## src/rtl/jesd204b_rx_link_ctrl.sv

```systemverilog
// JESD204B receive link controller.
// Sequences the SYNC~/SYSREF handshake for up to LANES lanes. It keeps a local
// LMFC counter aligned to SYSREF and holds SYNC~ low until code-group sync has
// been stable, then releases it on an LMFC boundary. It also supervises ILA
// completion and data-phase lane errors, and forces a resync when either fails.
module jesd204b_rx_link_ctrl #(
    parameter int LANES       = 4,
    parameter int LMFC_PERIOD = 8,
    parameter int CGS_HOLD    = 4,
    parameter int ILA_TIMEOUT = 8,
    parameter int ERR_THRESH  = 4
) (
    input  logic                           clk,
    input  logic                           reset,
    input  logic                           enable,
    input  logic [LANES-1:0]               lane_mask,
    input  logic                           sysref_i,
    input  logic [LANES-1:0]               cgs_ok_i,
    input  logic [LANES-1:0]               ila_done_i,
    input  logic [LANES-1:0]               lane_err_i,
    input  logic                           clr_status,
    output logic [LANES-1:0]               sync_b_o,
    output logic [$clog2(LMFC_PERIOD)-1:0] lmfc_cnt_o,
    output logic                           lmfc_tick_o,
    output logic                           link_up_o,
    output logic [2:0]                     state_o,
    output logic                           sysref_misalign_o,
    output logic [7:0]                     resync_cnt_o
);

    localparam int CNT_W = $clog2(LMFC_PERIOD);
    localparam int CGS_W = $clog2(CGS_HOLD + 1);
    localparam int ILA_W = $clog2(ILA_TIMEOUT + 1);
    localparam int ERR_W = $clog2(ERR_THRESH + 1);

    localparam logic [CNT_W-1:0] LMFC_LAST = CNT_W'(LMFC_PERIOD - 1);
    localparam logic [CGS_W-1:0] CGS_LAST  = CGS_W'(CGS_HOLD - 1);
    localparam logic [ILA_W-1:0] ILA_LAST  = ILA_W'(ILA_TIMEOUT - 1);
    localparam logic [ERR_W-1:0] ERR_LAST  = ERR_W'(ERR_THRESH - 1);

    typedef enum logic [2:0] {
        ST_IDLE        = 3'd0,
        ST_WAIT_SYSREF = 3'd1,
        ST_CGS         = 3'd2,
        ST_ILA         = 3'd3,
        ST_DATA        = 3'd4
    } state_t;

    state_t             state_q, state_d;
    logic [CNT_W-1:0]   lmfc_cnt_q, lmfc_cnt_d;
    logic               lmfc_tick_q, lmfc_tick_d;
    logic               sysref_prev_q, sysref_prev_d;
    logic [CGS_W-1:0]   cgs_cnt_q, cgs_cnt_d;
    logic [ILA_W-1:0]   ila_tmr_q, ila_tmr_d;
    logic [ERR_W-1:0]   err_cnt_q, err_cnt_d;
    logic [LANES-1:0]   sync_b_q, sync_b_d;
    logic               link_up_q, link_up_d;
    logic               misalign_q, misalign_d;
    logic [7:0]         resync_cnt_q, resync_cnt_d;

    logic               sysref_edge;
    logic               lmfc_tick;
    logic               resync_evt;
    logic               misalign_evt;

    // Unused lanes look permanently healthy so they never block or trip the link.
    logic [LANES-1:0]   lane_cgs_ok;
    logic [LANES-1:0]   lane_ila_done;
    logic [LANES-1:0]   lane_err_qual;

    genvar gi;
    generate
        for (gi = 0; gi < LANES; gi++) begin : g_lane
            assign lane_cgs_ok[gi]   = cgs_ok_i[gi]   | ~lane_mask[gi];
            assign lane_ila_done[gi] = ila_done_i[gi] | ~lane_mask[gi];
            assign lane_err_qual[gi] = lane_err_i[gi] &  lane_mask[gi];
        end
    endgenerate

    logic all_cgs_ok;
    logic all_ila_done;
    logic any_lane_err;

    assign all_cgs_ok   = &lane_cgs_ok;
    assign all_ila_done = &lane_ila_done;
    assign any_lane_err = |lane_err_qual;

    // SYSREF edge detect and the LMFC phase counter. Realignment is allowed
    // only before the link is released. Afterwards the phase is frozen.
    always_comb begin
        sysref_prev_d = sysref_i;
        sysref_edge   = sysref_i & ~sysref_prev_q;
        lmfc_tick     = (lmfc_cnt_q == '0);
        if (sysref_edge && (state_q == ST_WAIT_SYSREF || state_q == ST_CGS)) begin
            lmfc_cnt_d = '0;
        end else if (lmfc_cnt_q == LMFC_LAST) begin
            lmfc_cnt_d = '0;
        end else begin
            lmfc_cnt_d = lmfc_cnt_q + 1'b1;
        end
        lmfc_tick_d = (lmfc_cnt_d == '0);
    end

    // Link state machine. Each counter defaults to zero, so it clears on any
    // state change and only holds or advances while its own state persists.
    always_comb begin
        state_d    = state_q;
        cgs_cnt_d  = '0;
        ila_tmr_d  = '0;
        err_cnt_d  = '0;
        resync_evt = 1'b0;
        if (!enable) begin
            state_d = ST_IDLE;
        end else begin
            unique case (state_q)
                ST_IDLE: begin
                    state_d = ST_WAIT_SYSREF;
                end
                ST_WAIT_SYSREF: begin
                    if (sysref_edge) begin
                        state_d = ST_CGS;
                    end
                end
                ST_CGS: begin
                    if (all_cgs_ok) begin
                        if (lmfc_tick) begin
                            if (cgs_cnt_q == CGS_LAST) begin
                                state_d = ST_ILA;
                            end else begin
                                cgs_cnt_d = cgs_cnt_q + 1'b1;
                            end
                        end else begin
                            cgs_cnt_d = cgs_cnt_q;
                        end
                    end
                end
                ST_ILA: begin
                    // All-done is checked first so it beats a coincident timeout.
                    if (all_ila_done) begin
                        state_d = ST_DATA;
                    end else if (lmfc_tick) begin
                        if (ila_tmr_q == ILA_LAST) begin
                            state_d    = ST_CGS;
                            resync_evt = 1'b1;
                        end else begin
                            ila_tmr_d = ila_tmr_q + 1'b1;
                        end
                    end else begin
                        ila_tmr_d = ila_tmr_q;
                    end
                end
                ST_DATA: begin
                    if (any_lane_err) begin
                        if (err_cnt_q == ERR_LAST) begin
                            state_d    = ST_CGS;
                            resync_evt = 1'b1;
                        end else begin
                            err_cnt_d = err_cnt_q + 1'b1;
                        end
                    end else begin
                        err_cnt_d = err_cnt_q;
                    end
                end
                default: begin
                    state_d = ST_IDLE;
                end
            endcase
        end
        // SYNC~ follows the next state, so it moves on the same edge as the state.
        sync_b_d  = (state_d == ST_ILA || state_d == ST_DATA) ? {LANES{1'b1}} : ~lane_mask;
        link_up_d = (state_d == ST_DATA);
    end

    // Sticky status. A clear request overrides a coincident set or increment.
    always_comb begin
        misalign_evt = (state_q == ST_DATA) && sysref_edge && (lmfc_cnt_q != LMFC_LAST);
        if (clr_status) begin
            misalign_d = 1'b0;
        end else if (misalign_evt) begin
            misalign_d = 1'b1;
        end else begin
            misalign_d = misalign_q;
        end
        if (clr_status) begin
            resync_cnt_d = '0;
        end else if (resync_evt && resync_cnt_q != 8'hFF) begin
            resync_cnt_d = resync_cnt_q + 8'd1;
        end else begin
            resync_cnt_d = resync_cnt_q;
        end
    end

    // State and output registers.
    always_ff @(posedge clk or posedge reset) begin
        if (reset) begin
            state_q       <= ST_IDLE;
            lmfc_cnt_q    <= '0;
            lmfc_tick_q   <= 1'b0;
            sysref_prev_q <= 1'b0;
            cgs_cnt_q     <= '0;
            ila_tmr_q     <= '0;
            err_cnt_q     <= '0;
            sync_b_q      <= '0;
            link_up_q     <= 1'b0;
            misalign_q    <= 1'b0;
            resync_cnt_q  <= '0;
        end else begin
            state_q       <= state_d;
            lmfc_cnt_q    <= lmfc_cnt_d;
            lmfc_tick_q   <= lmfc_tick_d;
            sysref_prev_q <= sysref_prev_d;
            cgs_cnt_q     <= cgs_cnt_d;
            ila_tmr_q     <= ila_tmr_d;
            err_cnt_q     <= err_cnt_d;
            sync_b_q      <= sync_b_d;
            link_up_q     <= link_up_d;
            misalign_q    <= misalign_d;
            resync_cnt_q  <= resync_cnt_d;
        end
    end

    assign sync_b_o          = sync_b_q;
    assign lmfc_cnt_o        = lmfc_cnt_q;
    assign lmfc_tick_o       = lmfc_tick_q;
    assign link_up_o         = link_up_q;
    assign state_o           = state_q;
    assign sysref_misalign_o = misalign_q;
    assign resync_cnt_o      = resync_cnt_q;

endmodule

```

## config.mk

```make
export PLATFORM = sky130hd
export DESIGN_NAME = jesd204b_rx_link_ctrl
export DESIGN_NICKNAME = d
export VERILOG_FILES = /design/src/rtl/jesd204b_rx_link_ctrl.sv
export SDC_FILE = /design/constraint.sdc
export NUM_CORES = 1
export LEC_CHECK = 0
export CORE_AREA = 2 2 67 69
export CTS_BUF_LIST = sky130_fd_sc_hd__clkbuf_16
export CTS_CLUSTER_SIZE = 8
export DETAILED_ROUTE_END_ITERATION = 10
export DIE_AREA = 0 0 69 71
export PLACE_DENSITY = 0.71
export SKIP_LAST_GASP = 1
export SYNTH_ARGS = -nofsm -noshare
export SYNTH_HDL_FRONTEND = slang
export SYNTH_SLANG_ARGS = --single-unit
```

## constraint.sdc

```tcl
create_clock -name clk -period 5.6 [get_ports clk]
set_input_delay 1.12 -clock clk [delete_from_list [all_inputs] [get_ports clk]]
set_output_delay 1.12 -clock clk [all_outputs]
set_load 0.005 [all_outputs]
```

Word-level counts from Yosys, hierarchy flattened. Cells that the tools add are included.

$add $sub $neg: 5. Equal/unequal tests: 15. Muxes and demuxes: 39. Bitwise gates (word level): 19. Reduce and logical (&&, ||, !) cells: 14.

Operators with widths (count): $mux 3 (21); $mux 4 (6); $mux 8 (2); $eq 3x2->1 const B (5); $pmux 3 s5 (1); $add 3x1->3 const B (3); $eq 3x3->1 const B (3); $logic_not 3->1 (3); $add 8x1->8 const B (1); $mux 1 (8); $ne 4x4->1 const B (2); $ne 8x8->1 const B (1); $or 1x1->1 (8); $reduce_and 4->1 (2); $ne 3x3->1 const B (2); $and 1x1->1 (5); $not 1->1 (5); $add 4x1->4 const B (1); $eq 4x3->1 const B (1); $logic_and 1x1->1 (4); $not 4->4 (1); $reduce_bool 2->1 (2); $reduce_or 4->1 (1); $eq 3x1->1 const B (1); other kinds (2) (3).

Flip-flop bits (word level): 32. Bits of input ports: 21. Output and inout bits: 21. Logic and storage cells: 103.

Logic depth before layout (Yosys ltp). Gate-level depths: netlist of run 1.

Depth in word-level cells: 9. Mapped depth: 8. Mapped depth without buffers: 7.

Worst setup path after synthesis of run 1. OpenSTA, ideal clock, no wires.

Kind: input to register. Start point: in ila_done_i[0]. End point: reg resync_cnt_q[6], in the netlist resync_cnt_o[6]. Library setup time: 0.125 ns. Arrival time: 2.571 ns. Data required time: 5.475 ns. Path slack: 2.905 ns. Stages on the path: 6. Path buffers: 1. Path through: and2b_1 -> o41ai_4 -> o32a_4 -> buf_6 -> nor4_1 -> mux2_2.

Cells in the longest elaborated chain, start to end: 7.

RTL lines: start: declaration (line 19) `input logic [LANES-1:0] ila_done_i,`; $or 1x1->1 (line 75) `assign lane_ila_done[gi] = ila_done_i[gi] | ~lane_mask[gi];`; $reduce_and 4->1 (line 85) `assign all_ila_done = &lane_ila_done;`; $mux 1 (line 139) `if (all_ila_done) begin`; $pmux 1 s2 (line 115) `unique case (state_q)`; $mux 1 (line 112) `if (!enable) begin`; $logic_and 1x1->1 (line 186) `end else if (resync_evt && resync_cnt_q != 8'hFF) begin`; $reduce_bool 2->1 (no line); end signal: assignment (line 218) `resync_cnt_q <= resync_cnt_d;`; end: declaration (line 59) `logic [7:0] resync_cnt_q, resync_cnt_d;`.

No other way between the ends. A chain may end at the register's enable or synchronous reset.

Final worst setup path of run 1.
Start point: in lane_mask[0]. End point: reg resync_cnt_q[6], in the netlist resync_cnt_o[6].

Cells in the longest elaborated chain, start to end: 8. Elaborated cells on any way between the ends: 11. Classes of those cells: mux (4); bitwise (3); reduce/logical (4).

RTL lines: start: declaration (line 16) `input logic [LANES-1:0] lane_mask,`; $not 1->1 (line 75); $or 1x1->1 (line 75); $reduce_and 4->1 (line 85); $mux 1 (line 139); $pmux 1 s2 (*) (line 115); $mux 1 (*) (line 112); $logic_and 1x1->1 (*) (line 186); $reduce_bool 2->1 (no line) (*).

Mark *: on every way between the ends. The rest lies on a longest branch, timed or not.

==> impl_metrics.py, run 1 <==
metrics = {
    "timing": {
        "finalMaxSlewViolations": 0,
        "fmax_mhz": 340,
        "fin_crit_ns": 2.94,
        "worst_slack_ns": 2.66,
        "fin_hold_ws_ns": 0.505,
        "hold_viol_final": 0,
        "worst_pin_slew_ns": 0.885,
        "relSlewSlack_pct": 41.0,
        "tns_ns": 0,
        "fin_worst_skew_ns": 0.00194,
        "finalCritPeriodShare_pct": 52.5,
        "rsz0062_at_grt": "no",
        "finalSetupViolCount": 0,
    },
    "critical_path": {
        "crit_type": "in2reg",
        "path_max_fanout": 14,
        "crit_required_ns": 5.76,
        "crit_arrival_ns": 3.10,
        "startpoint_type": "primary input",
        "crit_path_end_kind": "register",
        "cpMaxStageDelayCell": "clkdlybuf4s50_1",
        "path_buf_inv": 1,
        "cp_slowest_stage_delay_ns": 0.53,
        "crit_family": "compound AO/OA/AOI/OAI gates",
        "cp_cell_sequence": "clkdlybuf4s50_1 -> and2b_1 -> o41ai_4 -> o32a_4 -> nor4_1 -> mux2_2",
    },
    "cts": {
        "cts_tree": "yes",
        "path_clk_slew_ns": 0.05,
        "cts_buffer_depth": 2,
        "numCtsBuffers": 5,
        "cts_num_sinks": 32,
        "root_buffer": "clkbuf_16",
        "postCtsHoldBufs": 0,
        "post-cts-setup-buffer-count": 0,
        "h-tree-depth": 2,
        "clkLatencyLatePin_ns": 0.27,
        "ctsResizeCount": 0,
    },
    "routing": {
        "post_drt_wl_per_cell_um": 14.1,
        "postRouteAntennaNets": 0,
        "post_drt_via_cell_ratio": 5.33,
        "drt_iter0_markers": 36,
        "first_pass_iters": 4,
        "remaining_drc_errors": 0,
        "vias": 1508,
        "wirelength_um": 3990,
    },
    "place": {
        "pre_cts_ws_ns": 2.38,
        "io_buffers": 41,
        "dp.cells": 275,
        "placed_area_um2": 2250,
        "dp_hpwl_um": 2990,
        "place.gp.congestion": 0.759,
    },
    "pwr": {
        "clockPowerShare_pct": 42.3,
        "seqPwrFrac_pct": 37.3,
        "p_comb_share_pct": 20.4,
        "p_int_mw": 0.534,
        "leakagePower_nw": 0.989,
        "p_per_area_nw_per_um2": 293,
        "swShare_pct": 24.6,
        "netSwitchingPower_mw": 0.175,
        "power_mw": 0.708,
        "peakVddDrop_mv": 0.235,
    },
    "cells_and_area": {
        "seq_area_um2": 801,
        "antennaDiodeCount": 0,
        "multi_input_area_um2": 946,
        "syn_to_final_growth_pct": 32.9,
        "stdcell_count": 283,
        "final_util_pct": 57.5,
        "design_area_um2": 2420,
        "drive_gt1_share_pct": 8.23,
        "fill_cells": 379,
        "nets": 258,
    },
    "die": {
        "num_io_pins": 42,
        "fp.dieH_um": 71,
        "rows": 24,
        "die_w_um": 69,
        "core_region_area_um2": 4200,
        "start_util_pct": 43.2,
        "die_area_um2": 4900,
    },
    "run": {
        "maxCapViolations": 0,
    },
    "logic_synthesis": {
        "synth_top_cell_by_area": "dfrtp_1",
        "syn_inst": 188,
        "syn_area_per_cell_um2": 9.67,
        "synthesis.nets": 216,
        "synth.top_cell.area_share_pct": 44.0,
        "synth_edf_count": 0,
        "synth_area_um2": 1820,
        "synth.most_common_cell": "dfrtp_1",
        "synthTopCellsByArea": "dfrtp_1 44%, a21oi_1 5.0%, ha_1 4.8%",
        "yosys_warnings": 0,
        "synth-seq-cells": 32,
        "synthArstFlopShare_pct": 100,
        "synth_common_cells": "32 x dfrtp_1, 18 x a21oi_1, 15 x nand2_1",
        "synthFlopType": "dfrtp_1",
        "synthDistinctLibCells": 46,
        "seq_area_frac_synth_pct": 44.0,
    },
    "global_routing": {
        "grt-ovfl-total": 0,
        "grt_usage_pct": 17.8,
        "antenna_found_initial": 0,
        "grt_max_degree": 33,
        "grt_pass1_vias": 1528,
        "grt_pass1_wl_um": 7000,
    },
    "worst_hold_path": {
        "hold_class": "reg2reg",
    },
    "outcome": {
        "run_status": "finished clean",
    },
}
## worst register-to-register path, cell delays in order (launching register included)
cell and delay [ns]:
dfrtp_1 0.56, nor3b_2 0.40, o221ai_1 0.46, or4_1 0.61
a21oi_1 0.15
## routing by layer
layer	wire (µm)	vias up	global-route usage, %
li1	-	763	-
met1	1870	714	23.1
met3	119	5	3.42
met4	50	0	6.54
met2	1940	26	29.8
met5	0	-	0
## power groups by stage
| stage | Sequential, mW | Combinational, mW | Clock, mW |
|---|---|---|---|
| global route | 0.267 | 0.162 | 0.316 |
| finish | 0.264 | 0.144 | 0.300 |
| CTS | 0.264 | 0.148 | 0.306 |
| detailed placement | 0.268 | 0.146 | 0 |
| global placement | 0.268 | 0.142 | 0 |
| floorplan | 0.266 | 0.0819 | 0 |
## flip-flops by register name, indices dropped and copies added (netlist names)
register           cells
link_up_o              1
cgs_cnt_q              3
resync_cnt_o           8
sync_b_o               4
sysref_misalign_o      1
ila_tmr_q              4
lmfc_cnt_o             3
lmfc_tick_o            1
sysref_prev_q          1
err_cnt_q              3
state_o                3
## cells in the final DEF (no fill, tap or decap), drive strengths merged, types with 4 or more instances in the layout
master / instances
clkdlybuf4s50: 41
dfrtp: 32
a21oi: 18
nand2: 15
nor2: 12
nand2b: 9
nor2b: 8
nand3: 8
o21ai: 8
inv: 7
or4: 7
ha: 7
o31ai: 6
clkbuf: 5
and2b: 5
and2: 5
nor3: 4
## logic make-up after synthesis
| kind of cell | count (synthesis) | synth area share, % |
|---|---|---|
| AOI/OAI and AO/OA | 47 | 18.5 |
| xor gates and xnor gates | 2 | 0.964 |
| adders and majority gates | 7 | 4.82 |
| buffers and inverters | 13 | 3.92 |
| DFF | 32 | 44.0 |
| muxes | 2 | 1.17 |
| and+or+nand+nor | 85 | 26.6 |
## layout make-up
cell class | instances | share of cell area [%]
clock buffer | 5 | 5.18
clock inverter | 3 | 1.61
inverter | 6 | 0.932
multi-input combinational | 143 | 39.2
sequential | 32 | 33.1
tap | 52 | 2.69
timing repair buffer | 42 | 17.3
## final timing paths
path                            depth (start not counted)              end  slack (ns)          from
worst max-delay path                                    6  resync_cnt_o[6]        2.66  lane_mask[0]
worst min-delay path                                    2     cgs_cnt_q[2]        0.51  cgs_cnt_q[2]
worst max register to register                          4  resync_cnt_o[5]        3.34    state_o[2]
worst min register to register                          2     cgs_cnt_q[2]        0.51  cgs_cnt_q[2]
max in group asynchronous                               3      sync_b_o[1]        4.07         reset
min in group asynchronous                               3  resync_cnt_o[1]        1.24         reset
(Power assumes the default switching activity.)
==> inputs of run 2 (changes only) <==
Clock period 5.6 ns to 2.85 ns, I/O delays scaled along.
==> run 2 against run 1 <==
Compared with the run above: hold slack is essentially flat; clock-buffer cell count is the same; core utilization shrank 0.48 points; register-to-register slack lost 2.7 ns; clock power grew 63%; via count grew 0.86%; highest routed layer unchanged.
==> impl_metrics.py, run 2 (synthesis gave the netlist of run 1 again) <==
metrics = {
    "timing": {
        "worst_slack_ns": 0.468,
        "hold_viol_final": 0,
        "fmax_mhz": 420,
        "relSlewSlack_pct": 41.5,
        "fin_worst_skew_ns": 0.00232,
        "finalCritPeriodShare_pct": 83.6,
        "rsz0062_at_grt": "no",
        "finalMaxSlewViolations": 0,
        "fin_crit_ns": 2.38,
        "tns_ns": 0,
        "finalSetupViolCount": 0,
        "worst_pin_slew_ns": 0.878,
    },
    "die": {
        "die_area_um2": 4900,
        "die_w_um": 69,
        "fp.dieH_um": 71,
        "num_io_pins": 42,
        "start_util_pct": 43.2,
        "core_region_area_um2": 4200,
        "rows": 24,
    },
    "worst_hold_path": {
        "min_to": "cgs_cnt_q[2]",
        "whs_path_depth": 2,
        "hold_start": "cgs_cnt_q[2]",
        "hold_class": "reg2reg",
    },
    "outcome": {
        "run_status": "finished clean",
    },
    "cts": {
        "cts_buffer_depth": 2,
        "clkLatencyLatePin_ns": 0.27,
        "root_buffer": "clkbuf_16",
        "h-tree-depth": 2,
        "cts_num_sinks": 32,
        "postCtsHoldBufs": 0,
        "path_clk_slew_ns": 0.05,
        "numCtsBuffers": 5,
        "post-cts-setup-buffer-count": 0,
        "ctsResizeCount": 0,
        "cts_tree": "yes",
    },
    "cells_and_area": {
        "final_util_pct": 57.0,
        "final_common_cell": "clkdlybuf4s50_1",
        "largest_reg_flops": 8,
        "drive_gt1_share_pct": 7.76,
        "final_cell_mix": "41 x clkdlybuf4s50_1, 32 x dfrtp_1, 18 x a21oi_1, 15 x nand2_1, 12 x nor2_1",
        "seq_area_um2": 801,
        "syn_to_final_growth_pct": 31.8,
        "nets": 259,
        "fill_cells": 390,
        "antennaDiodeCount": 0,
        "multi_input_area_um2": 946,
    },
    "pwr": {
        "p_per_area_nw_per_um2": 538,
        "peakVddDrop_mv": 0.489,
        "leakagePower_nw": 0.984,
    },
    "critical_path": {
        "startpoint_type": "primary input",
        "crit_arrival_ns": 2.54,
        "crit_required_ns": 3.00,
        "path_max_fanout": 14,
        "rr_worst_depth": 4,
        "crit_type": "in2reg",
        "r2r_slack_ns": 0.63,
        "crit_path_end_kind": "register",
        "timing.rr.start": "state_o[2]",
        "r2r_end": "resync_cnt_o[4]",
    },
    "routing": {
        "remaining_drc_errors": 0,
        "postRouteAntennaNets": 0,
        "first_pass_iters": 6,
        "wirelength_um": 4020,
        "post_drt_via_cell_ratio": 5.36,
        "drt_iter0_markers": 108,
        "post_drt_wl_per_cell_um": 14.1,
        "vias": 1521,
    },
    "global_routing": {
        "grt_max_degree": 33,
        "grt_usage_pct": 17.7,
        "grt_pass1_wl_um": 6960,
        "antenna_found_initial": 0,
        "grt-ovfl-total": 0,
        "grt_pass1_vias": 1476,
    },
    "run": {
        "maxCapViolations": 0,
    },
    "place": {
        "io_buffers": 41,
        "dp_hpwl_um": 2950,
        "pre_cts_ws_ns": 0.203,
        "place.gp.congestion": 0.766,
    },
}
## run 2: changes by cell type in the layout (fill, tap and decap cells not counted), sizes merged
cell,delta
buf,+1
bufinv,-1
inv,+1
## run 2: routing by layer
layer	GRT usage, %	vias up	part of all wire (%)	routed length (µm)
met5	0	-	0	0
met4	6.54	0	1.5	59
met3	3.70	5	3.0	119
met2	28.7	23	49	1980
met1	23.6	730	46	1860
li1	-	763	-	-
## run 2: critical path, stage by stage
cell             delay (ns)
clkdlybuf4s50_1        0.52
and2b_1                0.21
o41ai_4                0.12
o32a_4                 0.44
nor4_1                 0.30
mux2_2                 0.37
## run 2: worst max path at each step
stage | start | to | slack (ns) | cells after the start
floorplan | ila_done_i[0] | resync_cnt_o[6] | 0.70 | 6
global placement | lane_mask[0] | resync_cnt_o[6] | 0.24 | 6
detailed placement | lane_mask[0] | resync_cnt_o[6] | 0.20 | 6
CTS | lane_mask[0] | resync_cnt_o[6] | 0.47 | 6
global route | state_o[2] | resync_cnt_o[4] | 0.40 | 4
finish | lane_mask[0] | resync_cnt_o[6] | 0.47 | 6
## run 2: where the power goes
part           switching, mW  internal [mW]  total, mW
logic                  0.128          0.153      0.281
registers             0.0295          0.490      0.519
clock network          0.175          0.313      0.488
## run 2: layout make-up
class / count / share of cell area [%]
tap: 52 / 2.72
clock inverter: 3 / 0.470
multi-input combinational: 143 / 39.5
inverter: 6 / 0.940
clock buffer: 5 / 5.22
timing repair buffer: 43 / 17.8
sequential: 32 / 33.4
## run 2: per-stage QoR
step	hold slack (ns)	power, mW	cells	instance area (µm²)
6_report	0.505	1.29	284	2400
3_3_place_gp	0.486	0.807	276	2260
5_1_grt	0.540	1.37	284	2400
3_5_place_dp	0.491	0.814	276	2260
4_1_cts	0.505	1.30	284	2400
2_1_floorplan	0.468	0.683	188	1820
==> inputs of run 3 (changes only) <==
Clock period 2.85 ns to 2.5 ns, I/O delays scaled along.
==> run 3 against run 2 <==
Compared with the run above: clock-buffer cell count did not move; critical endpoint unchanged; clock power rose by 15%; sequential share of layout area fell by 0.98 points; routed wire length rose by 4.4%; die area did not move; register-to-register slack got worse by 0.24 ns; highest routed layer unchanged; largest power group unchanged; worst setup slack got worse by 0.21 ns; critical path depth did not move; clock skew rose by 0.0020 ns; largest cell class unchanged.
==> impl_metrics.py, run 3 (synthesis gave the netlist of run 1 again) <==
metrics = {
    "cts": {
        "cts_tree": "yes",
        "path_clk_slew_ns": 0.05,
        "postCtsHoldBufs": 0,
        "post-cts-setup-buffer-count": 0,
        "h-tree-depth": 2,
        "root_buffer": "clkbuf_16",
        "cts_num_sinks": 32,
        "clkLatencyLatePin_ns": 0.28,
        "numCtsBuffers": 5,
        "cts_buffer_depth": 2,
        "ctsResizeCount": 0,
    },
    "worst_hold_path": {
        "hold_start": "cgs_cnt_q[2]",
        "min_to": "cgs_cnt_q[2]",
        "whs_path_depth": 2,
        "hold_class": "reg2reg",
    },
    "global_routing": {
        "grt_pass1_vias": 1546,
        "grt_pass1_wl_um": 7290,
        "grt_usage_pct": 18.9,
        "grt-ovfl-total": 0,
        "antenna_found_initial": 0,
        "grt_max_degree": 33,
    },
    "routing": {
        "first_pass_iters": 4,
        "remaining_drc_errors": 0,
        "wirelength_um": 4190,
        "vias": 1564,
        "post_drt_via_cell_ratio": 5.34,
        "drt_iter0_markers": 60,
        "postRouteAntennaNets": 0,
        "post_drt_wl_per_cell_um": 14.3,
    },
    "timing": {
        "hold_viol_final": 0,
        "worst_slack_ns": 0.262,
        "rsz0062_at_grt": "no",
        "finalCritPeriodShare_pct": 89.5,
        "finalMaxSlewViolations": 0,
        "relSlewSlack_pct": 73.3,
        "fin_worst_skew_ns": 0.00427,
        "worst_pin_slew_ns": 0.401,
        "fin_crit_ns": 2.24,
        "tns_ns": 0,
        "finalSetupViolCount": 0,
        "fmax_mhz": 447,
        "fin_hold_ws_ns": 0.500,
    },
    "die": {
        "die_w_um": 69,
        "die_area_um2": 4900,
        "start_util_pct": 43.2,
        "num_io_pins": 42,
        "core_region_area_um2": 4200,
        "rows": 24,
        "fp.dieH_um": 71,
    },
    "cells_and_area": {
        "largest_reg_flops": 8,
        "final_cell_mix": "41 x clkdlybuf4s50_1, 32 x dfrtp_1, 18 x a21oi_1, 15 x nand2_1",
        "design_area_um2": 2470,
        "antennaDiodeCount": 0,
        "syn_to_final_growth_pct": 35.8,
        "final_common_cell": "clkdlybuf4s50_1",
        "final_util_pct": 58.7,
        "drive_gt1_share_pct": 12.0,
        "fill_cells": 389,
        "nets": 269,
    },
    "place": {
        "pre_cts_ws_ns": -0.0240,
        "io_buffers": 41,
        "placed_area_um2": 2330,
        "place.gp.congestion": 0.797,
        "dp_hpwl_um": 3140,
    },
    "pwr": {
        "p_comb_share_pct": 22.8,
        "p_int_mw": 1.10,
        "leakagePower_nw": 1.03,
        "p_per_area_nw_per_um2": 605,
        "seqPwrFrac_pct": 39.6,
        "netSwitchingPower_mw": 0.389,
        "swShare_pct": 26.1,
        "clockPowerShare_pct": 37.7,
        "peakVddDrop_mv": 0.528,
    },
    "critical_path": {
        "crit_arrival_ns": 2.40,
        "startpoint_type": "primary input",
        "critPathLaunch": "lane_mask[1]",
        "crit_family": "buffers and inverters",
        "cpMaxStageDelayCell": "clkdlybuf4s50_1",
        "path_buf_inv": 1,
        "crit_required_ns": 2.66,
        "r2r_end": "resync_cnt_o[6]",
        "cp_cell_sequence": "clkdlybuf4s50_1 -> and2b_2 -> o41ai_4 -> o32a_4 -> nor4_1 -> mux2_2",
        "crit_path_end_kind": "register",
        "timing.rr.start": "ila_tmr_q[0]",
        "rr_worst_depth": 6,
        "cp_slowest_stage_delay_ns": 0.52,
        "path_max_fanout": 10,
        "crit_type": "in2reg",
        "r2r_slack_ns": 0.39,
    },
    "run": {
        "maxCapViolations": 0,
    },
    "outcome": {
        "run_status": "finished clean",
    },
}
[run 3: how the worst max path moves through the flow]
stage                       to  depth (start not counted)  slack (ns)
3_3_place_gp   resync_cnt_o[6]                          6       0.006
4_1_cts        resync_cnt_o[6]                          6        0.26
6_report       resync_cnt_o[6]                          6        0.26
3_5_place_dp   resync_cnt_o[6]                          6       -0.02
5_1_grt            sync_b_o[3]                          7        0.16
2_1_floorplan  resync_cnt_o[6]                          8        0.41
[run 3: power by group through the flow]
stage               Combinational [mW]  Sequential, mW  Clock [mW]
finish                           0.340           0.591       0.562
global route                     0.383           0.601       0.601
CTS                              0.346           0.592       0.572
detailed placement               0.342           0.600           0
global placement                 0.337           0.600           0
floorplan                        0.183           0.595           0
[run 3: layout make-up]
class                           count  area (µm²)  share of cell area (%)
Clock buffer                        5         125                    5.07
Clock inverter                      2        8.76                   0.355
Inverter                            6        22.5                   0.912
Multi-Input combinational cell    143         946                    38.3
Sequential cell                    32         801                    32.4
Tap cell                           52        65.1                    2.64
Timing Repair Buffer               53         500                    20.3
[run 3: worst register-to-register path, stage by stage, from the launching register on]
cell	delay, ns
dfrtp_1	0.41
ha_1	0.22
and3b_1	0.21
nand2_1	0.10
o32a_4	0.37
nor4_1	0.31
mux2_2	0.37
[run 3: metrics by stage]
stage | total power [mW] | std cells
floorplan | 0.778 | 188
global placement | 0.938 | 286
detailed placement | 0.942 | 286
CTS | 1.51 | 293
global route | 1.59 | 293
finish | 1.49 | 293
[run 3: routing by layer]
layer	wire length (µm)	up-vias	GRT usage, %
li1	-	784	-
met1	1890	740	24.5
met2	2090	33	30.4
met3	151	7	5.70
met4	64	0	6.54
met5	0	-	0
